`config.mk`:
```
export PLATFORM = sky130hd
export DESIGN_NAME = force_window_ctrl_flat
export DESIGN_NICKNAME = d
export VERILOG_FILES = /design/src/rtl/force_window_ctrl_pkg.sv /design/src/rtl/force_window_ctrl_if.sv /design/src/rtl/force_mask_mux.sv /design/src/rtl/force_window_ctrl.sv /design/src/flat_wrapper.sv
export SDC_FILE = /design/constraint.sdc
export NUM_CORES = 1
export LEC_CHECK = 0
export CAP_MARGIN = 30
export CORE_UTILIZATION = 35
export CTS_CLUSTER_SIZE = 16
export DETAILED_ROUTE_END_ITERATION = 16
export PLACE_DENSITY_LB_ADDON = 0.2
export SYNTH_ARGS = -nofsm -noshare
export SYNTH_HDL_FRONTEND = slang
export SYNTH_HIERARCHICAL = 1
export SYNTH_SLANG_ARGS = --single-unit
```
`constraint.sdc`:
```
create_clock -name clk -period 6.2 [get_ports clk]
set_clock_uncertainty 0.2 [all_clocks]
set_input_delay 1.86 -clock clk [delete_from_list [all_inputs] [get_ports clk]]
set_output_delay 1.86 -clock clk [all_outputs]
set_load 0.005 [all_outputs]
```
`src/rtl/force_window_ctrl_pkg.sv`:
```
// rtl/force_window_ctrl_pkg.sv - shared types and defaults for the force window controller
package force_ctrl_pkg;

  localparam int DEF_WIDTH = 8;
  localparam int DEF_CNT_W = 8;

  typedef enum logic [1:0] {
    IDLE  = 2'd0,
    WAIT  = 2'd1,
    FORCE = 2'd2
  } state_e;

  typedef struct packed {
    logic [DEF_WIDTH-1:0] val;
    logic [DEF_WIDTH-1:0] mask;
    logic [DEF_CNT_W-1:0] delay;
    logic [DEF_CNT_W-1:0] len;
  } cmd_t;

endpackage

```
`src/rtl/force_window_ctrl_if.sv`:
```
// rtl/force_window_ctrl_if.sv - command, datapath and status bundle for the force window controller
interface force_window_ctrl_if
  import force_ctrl_pkg::*;
#(
  parameter int WIDTH = DEF_WIDTH,
  parameter int CNT_W = DEF_CNT_W
) ();

  logic             cmd_valid;
  logic             cmd_ready;
  logic [WIDTH-1:0] cmd_val;
  logic [WIDTH-1:0] cmd_mask;
  logic [CNT_W-1:0] cmd_delay;
  logic [CNT_W-1:0] cmd_len;
  logic             cmd_abort;
  logic [WIDTH-1:0] data_in;
  logic [WIDTH-1:0] data_out;
  logic             forcing;
  logic             busy;
  logic             done;
  logic             done_aborted;

  // Producer side: issues commands and drives the datapath net
  modport master (
    output cmd_valid, cmd_val, cmd_mask, cmd_delay, cmd_len, cmd_abort, data_in,
    input  cmd_ready, data_out, forcing, busy, done, done_aborted
  );

  // Controller side
  modport slave (
    input  cmd_valid, cmd_val, cmd_mask, cmd_delay, cmd_len, cmd_abort, data_in,
    output cmd_ready, data_out, forcing, busy, done, done_aborted
  );

endinterface

```
`src/rtl/force_mask_mux.sv`:
```
// rtl/force_mask_mux.sv - combinational per-bit override mux
module force_mask_mux #(
  parameter int WIDTH = 8
) (
  input  logic             sel_i,
  input  logic [WIDTH-1:0] data_i,
  input  logic [WIDTH-1:0] val_i,
  input  logic [WIDTH-1:0] mask_i,
  output logic [WIDTH-1:0] data_o
);

  // Masked bits take the forced value only while the window is open
  always_comb begin
    data_o = data_i;
    if (sel_i) begin
      data_o = (data_i & ~mask_i) | (val_i & mask_i);
    end
  end

endmodule

```
`src/rtl/force_window_ctrl.sv`:
```
// rtl/force_window_ctrl.sv - timed force/release override sequencer for a WIDTH-bit net
module force_window_ctrl
  import force_ctrl_pkg::*;
#(
  parameter int WIDTH = DEF_WIDTH,
  parameter int CNT_W = DEF_CNT_W
) (
  input  logic               clk,
  input  logic               rst,
  force_window_ctrl_if.slave bus
);

  localparam logic [CNT_W-1:0] CNT_ONE = CNT_W'(1);

  state_e           state_q, state_d;
  logic [CNT_W-1:0] cnt_q, cnt_d;
  logic [CNT_W-1:0] len_q, len_d;
  logic [WIDTH-1:0] val_q, val_d;
  logic [WIDTH-1:0] mask_q, mask_d;
  logic             done_q, done_d;
  logic             done_ab_q, done_ab_d;

  // State, counter and captured command; reset closes any open window at once
  always_ff @(posedge clk or posedge rst) begin
    if (rst) begin
      state_q   <= IDLE;
      cnt_q     <= '0;
      len_q     <= '0;
      val_q     <= '0;
      mask_q    <= '0;
      done_q    <= 1'b0;
      done_ab_q <= 1'b0;
    end else begin
      state_q   <= state_d;
      cnt_q     <= cnt_d;
      len_q     <= len_d;
      val_q     <= val_d;
      mask_q    <= mask_d;
      done_q    <= done_d;
      done_ab_q <= done_ab_d;
    end
  end

  // Next-state logic; counters exit or reload at 1 so they never wrap
  always_comb begin
    state_d   = state_q;
    cnt_d     = cnt_q;
    len_d     = len_q;
    val_d     = val_q;
    mask_d    = mask_q;
    done_d    = 1'b0;
    done_ab_d = 1'b0;
    unique case (state_q)
      IDLE: begin
        // Abort is ignored here, even alongside an accepted command
        if (bus.cmd_valid) begin
          val_d  = bus.cmd_val;
          mask_d = bus.cmd_mask;
          len_d  = bus.cmd_len;
          if (bus.cmd_delay != '0) begin
            state_d = WAIT;
            cnt_d   = bus.cmd_delay;
          end else if (bus.cmd_len != '0) begin
            state_d = FORCE;
            cnt_d   = bus.cmd_len;
          end else begin
            done_d = 1'b1;
          end
        end
      end
      WAIT: begin
        if (bus.cmd_abort) begin
          state_d   = IDLE;
          cnt_d     = '0;
          done_d    = 1'b1;
          done_ab_d = 1'b1;
        end else if (cnt_q == CNT_ONE) begin
          if (len_q != '0) begin
            state_d = FORCE;
            cnt_d   = len_q;
          end else begin
            state_d = IDLE;
            cnt_d   = '0;
            done_d  = 1'b1;
          end
        end else begin
          cnt_d = cnt_q - CNT_ONE;
        end
      end
      FORCE: begin
        // The last forced cycle completes normally even if abort arrives with it
        if (cnt_q == CNT_ONE) begin
          state_d = IDLE;
          cnt_d   = '0;
          done_d  = 1'b1;
        end else if (bus.cmd_abort) begin
          state_d   = IDLE;
          cnt_d     = '0;
          done_d    = 1'b1;
          done_ab_d = 1'b1;
        end else begin
          cnt_d = cnt_q - CNT_ONE;
        end
      end
      default: begin
        state_d = IDLE;
        cnt_d   = '0;
      end
    endcase
  end

  // Status decoded straight from the state register
  always_comb begin
    bus.forcing      = (state_q == FORCE);
    bus.busy         = (state_q != IDLE);
    bus.cmd_ready    = (state_q == IDLE);
    bus.done         = done_q;
    bus.done_aborted = done_ab_q;
  end

  force_mask_mux #(
    .WIDTH(WIDTH)
  ) u_mux (
    .sel_i (state_q == FORCE),
    .data_i(bus.data_in),
    .val_i (val_q),
    .mask_i(mask_q),
    .data_o(bus.data_out)
  );

endmodule

```
`src/flat_wrapper.sv`:
```
// flat-port wrapper written by rule: the top's interface ports become plain ports
module force_window_ctrl_flat import force_ctrl_pkg::*;
#(
  parameter int WIDTH = DEF_WIDTH,
  parameter int CNT_W = DEF_CNT_W
)
  (clk, rst, bus_cmd_valid, bus_cmd_val, bus_cmd_mask, bus_cmd_delay, bus_cmd_len, bus_cmd_abort, bus_data_in, bus_cmd_ready, bus_data_out, bus_forcing, bus_busy, bus_done, bus_done_aborted);
  force_window_ctrl_if #(.WIDTH(WIDTH), .CNT_W(CNT_W)) bus_i ();
  input  logic clk;
  input  logic rst;
  input wire logic [$bits(bus_i.cmd_valid)-1:0] bus_cmd_valid;
  input wire logic [$bits(bus_i.cmd_val)-1:0] bus_cmd_val;
  input wire logic [$bits(bus_i.cmd_mask)-1:0] bus_cmd_mask;
  input wire logic [$bits(bus_i.cmd_delay)-1:0] bus_cmd_delay;
  input wire logic [$bits(bus_i.cmd_len)-1:0] bus_cmd_len;
  input wire logic [$bits(bus_i.cmd_abort)-1:0] bus_cmd_abort;
  input wire logic [$bits(bus_i.data_in)-1:0] bus_data_in;
  output wire logic [$bits(bus_i.cmd_ready)-1:0] bus_cmd_ready;
  output wire logic [$bits(bus_i.data_out)-1:0] bus_data_out;
  output wire logic [$bits(bus_i.forcing)-1:0] bus_forcing;
  output wire logic [$bits(bus_i.busy)-1:0] bus_busy;
  output wire logic [$bits(bus_i.done)-1:0] bus_done;
  output wire logic [$bits(bus_i.done_aborted)-1:0] bus_done_aborted;
  assign bus_i.cmd_valid = bus_cmd_valid;
  assign bus_i.cmd_val = bus_cmd_val;
  assign bus_i.cmd_mask = bus_cmd_mask;
  assign bus_i.cmd_delay = bus_cmd_delay;
  assign bus_i.cmd_len = bus_cmd_len;
  assign bus_i.cmd_abort = bus_cmd_abort;
  assign bus_i.data_in = bus_data_in;
  assign bus_cmd_ready = bus_i.cmd_ready;
  assign bus_data_out = bus_i.data_out;
  assign bus_forcing = bus_i.forcing;
  assign bus_busy = bus_i.busy;
  assign bus_done = bus_i.done;
  assign bus_done_aborted = bus_i.done_aborted;
  force_window_ctrl #(.WIDTH(WIDTH), .CNT_W(CNT_W)) u_core (.clk(clk), .rst(rst), .bus(bus_i));
endmodule
```
## Yosys cells after proc, flatten, opt, wreduce, memory -nomap -nowiden

Cells that the tools add are included.

| storage, ports and cells | value |
|---|---|
| register bits after elaboration | 36 |
| bits of input ports | 44 |
| output and inout bits | 13 |
| word-level logic and storage cells | 57 |

| cells by class | value |
|---|---|
| add/subtract/negate cells | 1 |
| equality and inequality tests | 7 |
| mux-type cells | 30 |
| bitwise operators | 4 |
| reduce and logical (&&, ||, !) cells | 8 |

Operators with widths:

| kind | number |
|---|---|
| $mux 8 | 9 |
| $pmux 8 s3 | 1 |
| $reduce_bool 8->1 | 3 |
| $and 8x8->8 | 2 |
| $mux 2 | 8 |
| $mux 1 | 9 |
| $eq 8x1->1 const B | 1 |
| $not 8->8 | 1 |
| $or 8x8->8 | 1 |
| $sub 8x1->8 const B | 1 |
| $ne 3x2->1 const B | 2 |
| $pmux 2 s3 | 1 |
| $reduce_and 2->1 | 2 |
| $reduce_and 4->1 | 1 |
| $ne 3x1->1 const B | 1 |
| $pmux 1 s3 | 1 |
| $eq 2x1->1 const B | 1 |
| $eq 2x2->1 const B | 1 |
| $logic_not 2->1 | 1 |
| $ne 2x2->1 const B | 1 |
| $pmux 1 s2 | 1 |
| $reduce_bool 2->1 | 1 |

## Longest topological paths before layout

Gate-level depths: netlist of the first run.

| logic depth | value |
|---|---|
| depth in word-level cells | 5 |
| depth in mapped cells | 8 |
| depth with buffers taken out | 7 |

## By module

The synthesis of the first run kept the hierarchy.

By module, submodules not included:

| module | instances | cells each | area each (um^2) | sequential area each (um^2) |
|---|---|---|---|---|
| force_window_ctrl | 1 | 170 | 1,925.6 | 900.9 |
| force_mask_mux | 1 | 17 | 161.4 | 0.0 |

## Least setup slack after synthesis of the first run

No wires, ideal clock.

| timing | value |
|---|---|
| path type | input to output |
| start | input bus_data_in[0] |
| end | output bus_data_out[0] |
| data arrival time | 2,104 ps |
| required time | 4,140 ps |
| slack | 2,036 ps |
| stages on the path | 1 |
| buffers on the path | 0 |
| cell sequence | mux2_4 |

| on the way | value |
|---|---|
| word-level cells in the longest chain between the ends | 3 |

Ends and longest elaborated chain:

| item | line | RTL |
|---|---|---|
| start, declared | flat_wrapper.sv:17 | `input wire logic [$bits(bus_i.data_in)-1:0] bus_data_in;` |
| $and 8x8->8 | force_mask_mux.sv:16 | `data_o = (data_i & ~mask_i) \| (val_i & mask_i);` |
| $or 8x8->8 | force_mask_mux.sv:16 |  |
| $mux 8 (*) | force_mask_mux.sv:15 | `if (sel_i) begin` |
| end, declared | flat_wrapper.sv:19 | `output wire logic [$bits(bus_i.data_out)-1:0] bus_data_out;` |

Every way passes the cells marked *; elsewhere a longest branch is shown, timed or not.

## Worst setup path after layout of the first run

| timing | value |
|---|---|
| start | input bus_data_in[3] |
| end | output bus_data_out[3] |

Same word-level chain as after synthesis.

==> metrics.cfg, run 1 <==
[setup_path]
crit_family = buffers and inverters
startpoint_type = input port
reg2reg_depth = 7
worst-path-max-fanout = 1
worstPathArrival_ns = 2.99
cpPeakStageDelay_ns = 0.45
rrSetupSlack_ns = 3.45
cpMostUsedCell = clkdlybuf4s50_1
rr_startpoint = u_core/cnt_q[1]$_DFFE_PP0P_
r2r_end = u_core/cnt_q[0]$_DFFE_PP0P_
end_kind = primary output
worst_ep_required_time_ns = 4.14
worstPathCellList = clkdlybuf4s50_1 -> mux2_4 -> clkdlybuf4s50_1
worst_path_max_delay_cell = clkdlybuf4s50_1
critical_path_class = in -> out
path_buf_inv = 2

[clock_network]
cts.sinks = 36
cts_setup_buffers = 0
cts_buffers = 5
cts_tree = done
path_clk_slew_ns = 0.08
clock_latency_ns = 0.29
h-tree-depth = 2
ctsRootBufferMaster = clkbuf_8
ctsHoldBuffers = 0
cts_resized = 0
cts.path.max_buffers = 2

[yosys]
syn_avg_cell_area_um2 = 11.16
ys.flop_type = dfrtp_1
synth_top_area_share_pct = 43.17
syn_inst = 187
synthMostInstantiatedCell = dfrtp_1
synth_top_family_by_area = multiplexers
async_flop_share_pct = 100.0
yosys.area_share.simple_pct = 14.33
post_synth_xor_area_fraction_pct = 0
synth_seq_cells = 36
synth_compound_area_share_pct = 15.95
yosysTopAreaCell = dfrtp_1
yosys-top-cells-count = dfrtp_1, mux2_2, nand2_1, o21ai_0
ys_warn_count = 6
netlist_area_um2 = 2087
muxShareOfSynthArea_pct = 19.18
synth.yosys.seq_area_share_pct = 43.17
synth.area.top_cells = dfrtp_1, mux2_2, mux2_4
synth-adder-area-share_pct = 3.597
synth_edf_count = 0
synth_nets = 237
ys_types = 47

[floorplanning]
rows = 27
start_util_pct = 36.99
fp.dieW_um = 79.22
dieArea_um2 = 6276
die_h_um = 79.22
core-area_um2 = 5642
pin_count = 57

[placed_design]
post-dp-hpwl_mm = 3.804
routabilityCongestion = 0.8728
io_buffers = 56

[route]
vias = 1709
drt_iter0_markers = 75
drt_first_pass_iters = 4
post_drt_wl_per_cell_um = 16.05
routed_wirelength_mm = 5.087
drc = 0
vias_per_cell = 5.391
ant_nets = 0

[timing]
rsz0062_at_grt = no
worst_pin_slew_ns = 0.7728
maxSlewHeadroom_pct = 48.37
max_freq_mhz = 198.2
setup_viol = 0
fin_crit_sh_pct = 81.38
drv_slew = 0
fin_setup_tns_ns = 0
fin_crit_ns = 5.046
fin_hold_ws_ns = 0.3110
hold_viol_final = 0

[outcome]
status = finished clean

[layout]
fin_nets = 294
drive_gt1_share_pct = 20.82
diodes = 0
area_growth_pct = 35.85
final.fill_count = 528

[global_route]
grt_overflow = 0
grt_pass1_wl_mm = 8.625
grt_max_degree = 37
grt.total_usage_pct = 17.75
grt_pass1_vias = 1805
antenna_found_initial = 0

[power_and_ir_drop]
peakVddDrop_mv = 0.1567
power.leakage_nw = 1.176
powerDensity_nw_per_um2 = 406.2

[worst_hold_path]
whs_endpoint = u_core/mask_q[4]$_DFFE_PP0P_
min_path_cells = 1
hp-class = reg -> reg
worstHoldStart = u_core/mask_q[4]$_DFFE_PP0P_

[flow_run]
maxCapViolCount = 0

state kept, by name (all words and copies together), names as in the netlist:
register	cells
u_core/bus.done_aborted	1
u_core/bus.done	1
u_core/len_q	8
u_core/val_q	8
u_core/state_q	2
u_core/cnt_q	8
u_core/mask_q	8
final cells by class:
cell class / count / area [µm²] / share of cell area (%)
clock buffer: 5 / 68.82 / 2.427
timing repair buffer: 58 / 595.6 / 21.01
sequential: 36 / 900.9 / 31.77
clock inverter: 3 / 42.54 / 1.500
tap: 72 / 90.09 / 3.177
inverter: 8 / 30.03 / 1.059
multi-input combinational: 135 / 1107 / 39.06
per-layer routing:
metal  part of all wire [%]  wire length [µm]  GRT usage [%]
met3                    4.8               243          4.023
met2                     49              2513          30.69
met5                      0                 0              0
met1                     45              2282          21.98
met4                   0.94                48          5.091
power breakdown:
part,switching (mW),total (mW),internal (mW)
clock,0.0888,0.208,0.119
sequential,0.0859,0.434,0.348
combinational,0.238,0.509,0.271
total,0.413,1.15,0.739
cell families after synthesis:
logic type / count (synthesis)
DFF: 36
buffers and inverters: 16
and+or+nand+nor: 52
muxes: 33
AOI/OAI and AO/OA: 44
adders and majority gates: 6
how the worst max path moves through the flow:
stage	startpoint	endpoint	slack, ns	cells after the start
after global routing	bus_data_in[3]	bus_data_out[3]	1.12	3
final	bus_data_in[3]	bus_data_out[3]	1.15	3
after CTS	bus_data_in[3]	bus_data_out[3]	1.16	3
after global placement	bus_data_in[1]	bus_data_out[1]	1.18	3
after detailed placement	bus_data_in[3]	bus_data_out[3]	1.16	3
after floorplan	bus_data_in[0]	bus_data_out[0]	2.04	1
per-stage QoR:
stage	power, mW	worst slack (ns)	utilization (%)	instance area, µm²	cells
2_1_floorplan	0.7733	2.036	-	2087	187
3_3_place_gp	0.9260	1.179	47.79	2696	308
3_5_place_dp	0.9456	1.163	48.28	2724	309
4_1_cts	1.158	1.156	50.26	2835	317
5_1_grt	1.233	1.120	50.26	2835	317
6_report	1.152	1.154	50.26	2835	317
cell usage in the layout, fill, tap and decap left out, types with 3 or more instances in the layout:
| master | count |
|---|---|
| inv_1 | 8 |
| a311oi_1 | 3 |
| mux2_4 | 8 |
| nor4_1 | 4 |
| a21oi_1 | 4 |
| nand2_1 | 16 |
| nor2_1 | 5 |
| mux2_2 | 24 |
| ha_1 | 6 |
| a211oi_1 | 3 |
| dfrtp_1 | 36 |
| or4_1 | 3 |
| o21ai_0 | 11 |
| nor3_1 | 4 |
| o2bb2ai_1 | 4 |
| clkdlybuf4s50_1 | 56 |
| clkbuf_8 | 5 |
(Power assumes the default switching activity.)
==> inputs of run 2 (changes only) <==
clock period = 4.8 ns   (was 6.2 ns; I/O delays follow)
==> run 2 against run 1 <==
  * Sequential share of layout area barely moved
  * Non-clock buffer count stayed put
  * Clock power grew 27%
  * Global-route usage down 0.29 points
  * Critical path depth did not move
==> metrics.cfg, run 2 (synthesis gave the netlist of run 1 again) <==
[outcome]
status = finished clean

[layout]
diodes = 0
area_growth_pct = 35.67
fin_nets = 294
final_common_cell = clkdlybuf4s50_1
drive_gt1_share_pct = 20.41
finish.utilization_pct = 50.19
layout_common_cells = clkdlybuf4s50_1, dfrtp_1, mux2_2
fin_area_um2 = 2831

[timing]
setup_slack_ns = 0.6072
hold_viol_final = 0
setup_viol = 0
max_freq_mhz = 238.5
fin_crit_sh_pct = 87.35
maxSlewHeadroom_pct = 45.13
worst_pin_slew_ns = 0.8213
fin_crit_ns = 4.193
drv_slew = 0
rsz0062_at_grt = no
fin_setup_tns_ns = 0

[clock_network]
ctsRootBufferMaster = clkbuf_8
h-tree-depth = 2
cts_setup_buffers = 0
cts_resized = 0
cts.sinks = 36
cts_tree = done
cts_buffers = 5
cts.path.max_buffers = 2
ctsHoldBuffers = 0
clock_latency_ns = 0.29
path_clk_slew_ns = 0.07

[global_route]
grt_max_degree = 37
grt_pass1_vias = 1760
grt_overflow = 0
grt_busiest_layer = met2
grt_pass1_wl_mm = 8.431
gr-usage-met3_pct = 3.793
antenna_found_initial = 0
grt.total_usage_pct = 17.46
use_met1_pct = 21.33
met2_usage_pct = 30.00

[floorplanning]
start_util_pct = 36.99
core-area_um2 = 5642
dieArea_um2 = 6276
die_h_um = 79.22
fp.dieW_um = 79.22
pin_count = 57
rows = 27

[worst_hold_path]
whs_endpoint = u_core/mask_q[7]$_DFFE_PP0P_
min_path_cells = 1
hp-class = reg -> reg
worstHoldStart = u_core/mask_q[7]$_DFFE_PP0P_

[route]
drc = 0
post_drt_wl_per_cell_um = 15.89
drt_first_pass_iters = 4
vias = 1700
routed_wirelength_mm = 5.036
ant_nets = 0
drt_iter0_markers = 64
vias_per_cell = 5.363

[setup_path]
worst_path_max_delay_cell = clkdlybuf4s50_1
crit_path_start = bus_data_in[1]
worstPathArrival_ns = 2.55
critical_path_class = in -> out
cpMostUsedCell = clkdlybuf4s50_1
reg2reg_depth = 7
worst-path-max-fanout = 1
rr_startpoint = u_core/cnt_q[1]$_DFFE_PP0P_
worst_ep_required_time_ns = 3.16
cpPeakStageDelay_ns = 0.45
r2r_end = u_core/cnt_q[3]$_DFFE_PP0P_
rrSetupSlack_ns = 2.04
startpoint_type = input port
worstPathCellList = clkdlybuf4s50_1 -> mux2_4 -> clkdlybuf4s50_1
end_kind = primary output

[placed_design]
routabilityCongestion = 0.8724
post-dp-hpwl_mm = 3.808
pre_cts_ws_ns = 0.6065
io_buffers = 56
dpl_cell_area_um2 = 2724

[power_and_ir_drop]
peakVddDrop_mv = 0.1987
power.leakage_nw = 1.177
powerDensity_nw_per_um2 = 523.9

[flow_run]
maxCapViolCount = 0

[run 2: area by class of cell]
cell class / count / area (µm²)
fill: 532 / 2810
multi-input combinational: 135 / 1107
sequential: 36 / 900.9
timing repair buffer: 58 / 595.6
tap: 72 / 90.09
clock buffer: 6 / 72.57
clock inverter: 2 / 35.03
inverter: 8 / 30.03
[run 2: stage by stage]
| step | hold WS [ns] | instances | power (mW) |
|---|---|---|---|
| final | 0.3073 | 317 | 1.483 |
| after detailed placement | 0.2929 | 309 | 1.222 |
| after CTS | 0.3109 | 317 | 1.492 |
| after global placement | 0.2896 | 308 | 1.196 |
| after floorplan | 0.2793 | 187 | 0.9988 |
| after global routing | 0.3181 | 317 | 1.588 |
[run 2: report_power, final]
part	internal, mW	leakage, nW	switching [mW]	total (mW)
combinational	0.350	0.687	0.305	0.655
sequential	0.450	0.435	0.113	0.564
clock	0.154	0.0552	0.110	0.265
[run 2: worst max-delay path by stage]
stage / slack, ns / cells past startpoint / end
3_5_place_dp: 0.61 / 3 / bus_data_out[3]
6_report: 0.61 / 3 / bus_data_out[1]
5_1_grt: 0.57 / 3 / bus_data_out[1]
2_1_floorplan: 1.48 / 1 / bus_data_out[0]
4_1_cts: 0.60 / 3 / bus_data_out[3]
3_3_place_gp: 0.62 / 3 / bus_data_out[1]
[run 2: worst max-delay path: cells and delay by family]
family                 cells  cell delay (ns)
muxes                      1             0.26
buffers and inverters      2             0.86
[run 2: layer usage]
| layer | vias up | part of all wire, % |
|---|---|---|
| met5 | - | 0 |
| met4 | 0 | 1.3 |
| met3 | 8 | 5.2 |
| met2 | 49 | 50 |
| met1 | 826 | 44 |
| li1 | 817 | - |
